## config.mk

```make
export PLATFORM = sky130hd
export DESIGN_NAME = blink_funcmod
export DESIGN_NICKNAME = d
export VERILOG_FILES = /design/src/rtl/blink_funcmod.sv
export SDC_FILE = /design/constraint.sdc
export NUM_CORES = 1
export LEC_CHECK = 0
export CAP_MARGIN = 20
export CORE_MARGIN = 5
export CORE_UTILIZATION = 60
export CTS_BUF_LIST = sky130_fd_sc_hd__clkbuf_4
export DETAILED_ROUTE_END_ITERATION = 12
export GPL_ROUTABILITY_DRIVEN = 0
export GPL_TIMING_DRIVEN = 0
export PLACE_DENSITY_LB_ADDON = 0.2
export SYNTH_ARGS = -nofsm -noshare
export SYNTH_HDL_FRONTEND = slang
export SYNTH_SLANG_ARGS = --single-unit
export TNS_END_PERCENT = 1
```

## constraint.sdc

```tcl
create_clock -name CLOCK -period 2.4 [get_ports CLOCK]
set_clock_uncertainty 0.2 [all_clocks]
set_input_delay 0.24 -clock CLOCK [delete_from_list [all_inputs] [get_ports CLOCK]]
set_output_delay 0.24 -clock CLOCK [all_outputs]
set_load 0.02 [all_outputs]
```

## src/rtl/blink_funcmod.sv

```systemverilog
// LED blink burst generator: a Call request becomes NBLINK timed ON/OFF blinks,
// fast for a short request and slow for a long one, ending with a Done pulse.
module blink_funcmod #(
    parameter logic [24:0] T_SHORT = 25'd5_000_000,
    parameter logic [24:0] T_LONG  = 25'd25_000_000,
    parameter logic [3:0]  NBLINK  = 4'd3
) (
    input  logic       CLOCK,
    input  logic       RESET,
    input  logic [1:0] iCall,
    output logic       oDone,
    output logic       oBusy,
    output logic       oLED
);

    typedef enum logic [2:0] {
        IDLE    = 3'd0,
        ON      = 3'd1,
        OFF     = 3'd2,
        DONE    = 3'd3,
        RELEASE = 3'd4
    } state_t;

    state_t      state, state_d;
    logic [24:0] c1, c1_d;
    logic [3:0]  n, n_d;
    logic        mode, mode_d;
    logic        led, led_d;
    logic        done, done_d;
    logic        busy, busy_d;
    logic [24:0] tc;

    // Terminal count of the phase counter for the latched mode
    assign tc = mode ? (T_LONG - 25'd1) : (T_SHORT - 25'd1);

    always_ff @(posedge CLOCK or negedge RESET) begin
        if (!RESET) begin
            state <= IDLE;
            c1    <= '0;
            n     <= '0;
            mode  <= 1'b0;
            led   <= 1'b0;
            done  <= 1'b0;
            busy  <= 1'b0;
        end else begin
            state <= state_d;
            c1    <= c1_d;
            n     <= n_d;
            mode  <= mode_d;
            led   <= led_d;
            done  <= done_d;
            busy  <= busy_d;
        end
    end

    always_comb begin
        state_d = state;
        c1_d    = c1;
        n_d     = n;
        mode_d  = mode;
        led_d   = led;
        done_d  = 1'b0;
        busy_d  = busy;
        unique case (state)
            IDLE: begin
                if (iCall != 2'b00) begin
                    mode_d  = iCall[1];
                    c1_d    = '0;
                    n_d     = '0;
                    led_d   = 1'b1;
                    busy_d  = 1'b1;
                    state_d = ON;
                end
            end
            ON: begin
                if (c1 == tc) begin
                    c1_d    = '0;
                    led_d   = 1'b0;
                    state_d = OFF;
                end else begin
                    c1_d = c1 + 25'd1;
                end
            end
            OFF: begin
                if (c1 == tc) begin
                    c1_d = '0;
                    if (n == NBLINK - 4'd1) begin
                        state_d = DONE;
                    end else begin
                        n_d     = n + 4'd1;
                        led_d   = 1'b1;
                        state_d = ON;
                    end
                end else begin
                    c1_d = c1 + 25'd1;
                end
            end
            DONE: begin
                done_d  = 1'b1;
                state_d = RELEASE;
            end
            RELEASE: begin
                // Wait for the caller to drop its request so a held level cannot retrigger
                if (iCall == 2'b00) begin
                    busy_d  = 1'b0;
                    state_d = IDLE;
                end
            end
            default: begin
                state_d = IDLE;
            end
        endcase
    end

    assign oLED  = led;
    assign oDone = done;
    assign oBusy = busy;

endmodule

```

==> metrics.md <==
| Metric | Value |
|---|---|
| Synth Area in Compound Gates | `0.0896` |
| Syn avg cell area | `between 9 and 10 sq um` |
| Post-Layout Cell Count | `about 260` |
| NumNets Final | `approximately 230` |
| DRT iter0 DRCs | `149` |
| Crit path launch type | `flop` |
| Critical Path RT | `2490 ps` |
| Num ports | `7` |
| Area share of and/or/nand/nor cells after synthesis | `0.322` |
| CTS tree | `yes` |
| Xor-xnor portion of the synthesized cell area | `0.0827` |
| Synth warnings | `0` |
| Sequential area share after synthesis | `0.448` |
| Post-synth EDFFs | `0` |
| All-Layer GR Usage | `0.218` |
| Final Hold Violating Endpoints | `0` |
| Post-route setup slack | `between 150 and 200 ps` |
| Max Freq | `451 MHz` |
| Worst slew pin tran | `a little under 800 ps` |
| Synth Register Bits | `36` |
| Vias post-DR | `1570` |
| Die X | `67.9 microns` |
| CP max FO | `10` |
| N_diodes | `0` |
| Fillers | `274` |
| Adder-cell share of the synthesized area | `0.0187` |
| Final worst path period share | `0.923` |
| Largest area contributor in the netlist | `dfrtp_1` |
| Initial antenna violation count | `0` |
| Hpwl dp | `between 2 and 3 mm` |
| Maximum VDD drop | `0.519 mV` |
| Final core utilization | `0.676` |
| Drt pass-1 iters | `4` |
| Layout cells sized above 1 | `0.124` |
| First-pass GRT wire length | `about 7.4 mm` |
| Max-cap violation count | `0` |
| Gr ovfl total | `0` |
| Setup CP Type | `reg -> reg` |
| Placed insts | `256` |
| Starting Density | `0.613` |
| Largest net degree at the start of global routing | `37` |
| Synthesized cell area | `0.00201 sq mm` |
| Post-synth ARST share | `1.00` |
| Post-route DRC | `0` |
| Status | `completed` |
| Clock latency on the worst-skew pair | `roughly 340 ps` |
| Pwr dens | `558 mW/mm^2` |
| Area delta synth->final | `10.4%` |
| Worst slew margin | `0.474` |
| Num rows | `21` |
| Root buf cell | `clkbuf_4` |
| Syn nets | `211` |
| Top FF cell, synth | `dfrtp_1` |
| TritonCTS buffer count | `5` |
| Vias in the first global route | `1631` |
| Synth top area share | `0.448` |
| Worst R2R Path Depth | `6` |
| Arrival @ worst endpoint | `2300 ps` |
| Clk slew on worst S/H paths | `100 ps` |
| Largest family of logic cells by synthesized area | `simple AND/OR/NAND/NOR gates` |
| Register area | `901 sq um` |
| Synth top area cells | `dfrtp_1, xor2_1, nor2_1` |
| Leakage | `between 0.9 and 1 nW` |
| Portion of netlist area occupied by mux cells | `0.0106` |
| Routed WL | `4.21 mm` |
| Tmin final | `2220 ps` |
| Worst R2R End | `c1[11]` |
| Die Ht | `roughly 68 microns` |
| CP Capture Type | `flop` |
| DIE AREA | `approximately 0.0046 sq mm` |
| Cell count after synthesis | `204` |
| Area of the multi-input gates | `0.00108 sq mm` |
| Endpoints failing setup | `0` |
| Core ar. | `0.00328 sq mm` |
| Average wire per cell in the routed design | `15.9 microns` |
| # H-tree levels | `2` |
| Synth unique cells | `45` |
| RSZ-0062 raised after global routing | `no` |
| Setup TNS | `0 ps` |
| Num Clock Sinks | `36` |
| Max clock buf depth | `2` |
| Buffers on Ports | `6` |
| DP Worst Slack | `-60.1 ps` |
| Post-DRT Antenna Nets | `0` |
| Min-Delay Path Class | `in -> async` |
| R2R Setup Slk | `180 ps` |
| Slew Viols, Final | `0` |
| Via density | `5.95` |
| Reg2reg start | `state[1]` |
==> worst max path at each step <==
| stage | from | endpoint | slack, ps | cells past startpoint |
|---|---|---|---|---|
| 2_1_floorplan | n[0] | n[3] | 300 | 7 |
| 3_3_place_gp | iCall[1] | c1[22] | -3 | 6 |
| 3_5_place_dp | iCall[1] | n[3] | -60 | 6 |
| 4_1_cts | c1[0] | c1[14] | 30 | 6 |
| 5_1_grt | state[1] | c1[11] | 10 | 6 |
| 6_report | state[1] | c1[11] | 180 | 6 |
==> layout by cell type, fill, tap and decap left out, drive strengths merged, types with 2 or more instances in the layout <==
master         synthesis  routed
o21ai                  3       3
o211ai                 3       3
nand2                 19      19
nand3                 17      17
ha                     3       3
nor3                  11      11
clkdlybuf4s50          0       5
and3                   3       3
a21oi                  4       4
xnor2                  6       6
clkbuf                 3       9
or4                    3       3
or3                    4       4
dfrtp                 36      36
nand4                  9       9
nand2b                 3       3
nor2                  24      24
xor2                  13      13
a21o                   3       3
inv                    7       7
nand4bb                3       3
nor3b                  3       3
o22ai                  2       2
buf                    3       4
nor4                   6       6
==> cell usage after synthesis, types with 2 or more instances <==
library cell,count
nor4_2,3
o21ai_0,3
xor2_1,13
or3_1,4
nor2_1,23
nand4_1,9
and3_1,3
nor3b_1,3
clkbuf_1,3
ha_1,3
buf_4,2
nor3_1,10
nand4bb_1,3
a21oi_1,4
nor4_4,3
o211ai_1,2
nand2b_1,3
nand2_1,19
a21o_1,3
xnor2_1,6
inv_1,7
nand3_1,16
or4_1,2
dfrtp_1,36
==> kinds of logic (layout without fill, tap and decap cells) <==
kind of cell / Yosys count / after routing
flip-flops: 36 / 36
AND/OR/NAND/NOR: 108 / 108
multiplexers: 2 / 2
buffers and inverters: 13 / 27
adder cells (fa/ha/maj): 3 / 3
XOR/XNOR: 19 / 19
AO/OA/AOI/OAI: 23 / 23
==> registers in the layout (all words and copies together) (netlist names) <==
signal / flops
oDone: 1
c1: 25
oBusy: 1
state: 3
oLED: 1
mode: 1
n: 4
==> worst max-delay path, cell delays in order, from the launching register on <==
cell,delay (ps)
dfrtp_1,410
buf_4,180
a21o_1,250
nor4_4,500
nand3_1,180
or3_1,340
nand3_1,90
==> final cells by class <==
cell class                      instances  area share
Buffer                                  6      0.0163
Inverter                                7      0.0118
Clock buffer                            6      0.0203
Tap cell                               46      0.0259
Multi-Input combinational cell        155       0.488
Timing Repair Buffer                    7      0.0293
Clock inverter                          1     0.00225
Sequential cell                        36       0.406
==> where the power goes <==
group	switching [mW]	internal [mW]	total (mW)
sequential	0.0846	0.668	0.753
clock	0.198	0.119	0.317
combinational	0.0921	0.0783	0.170
total	0.374	0.865	1.24
==> routing by layer <==
metal | global-route usage | routed length [microns]
met1 | 0.260 | 1870
met2 | 0.383 | 2110
met3 | 0.0443 | 159
met4 | 0.0893 | 63
met5 | 0 | 0
==> through the flow <==
step	hold WS [ps]	cell area, sq um	power (mW)
after floorplan	-256	2010	0.866
after global placement	301	2130	0.910
after detailed placement	168	2120	0.929
after CTS	327	2190	1.24
after global routing	359	2220	1.31
final	308	2220	1.24
==> repair_timing <==
action                                 4_1_cts  5_1_grt
resized for setup                            2        6
setup endpoints to repair                   10       20
endpoints found under the hold margin       36        0
gates cloned                                 0        0
pin swaps                                    0        2
buffers inserted                             0        0
hold buffers                                 1        0
(Power assumes the default switching activity.)
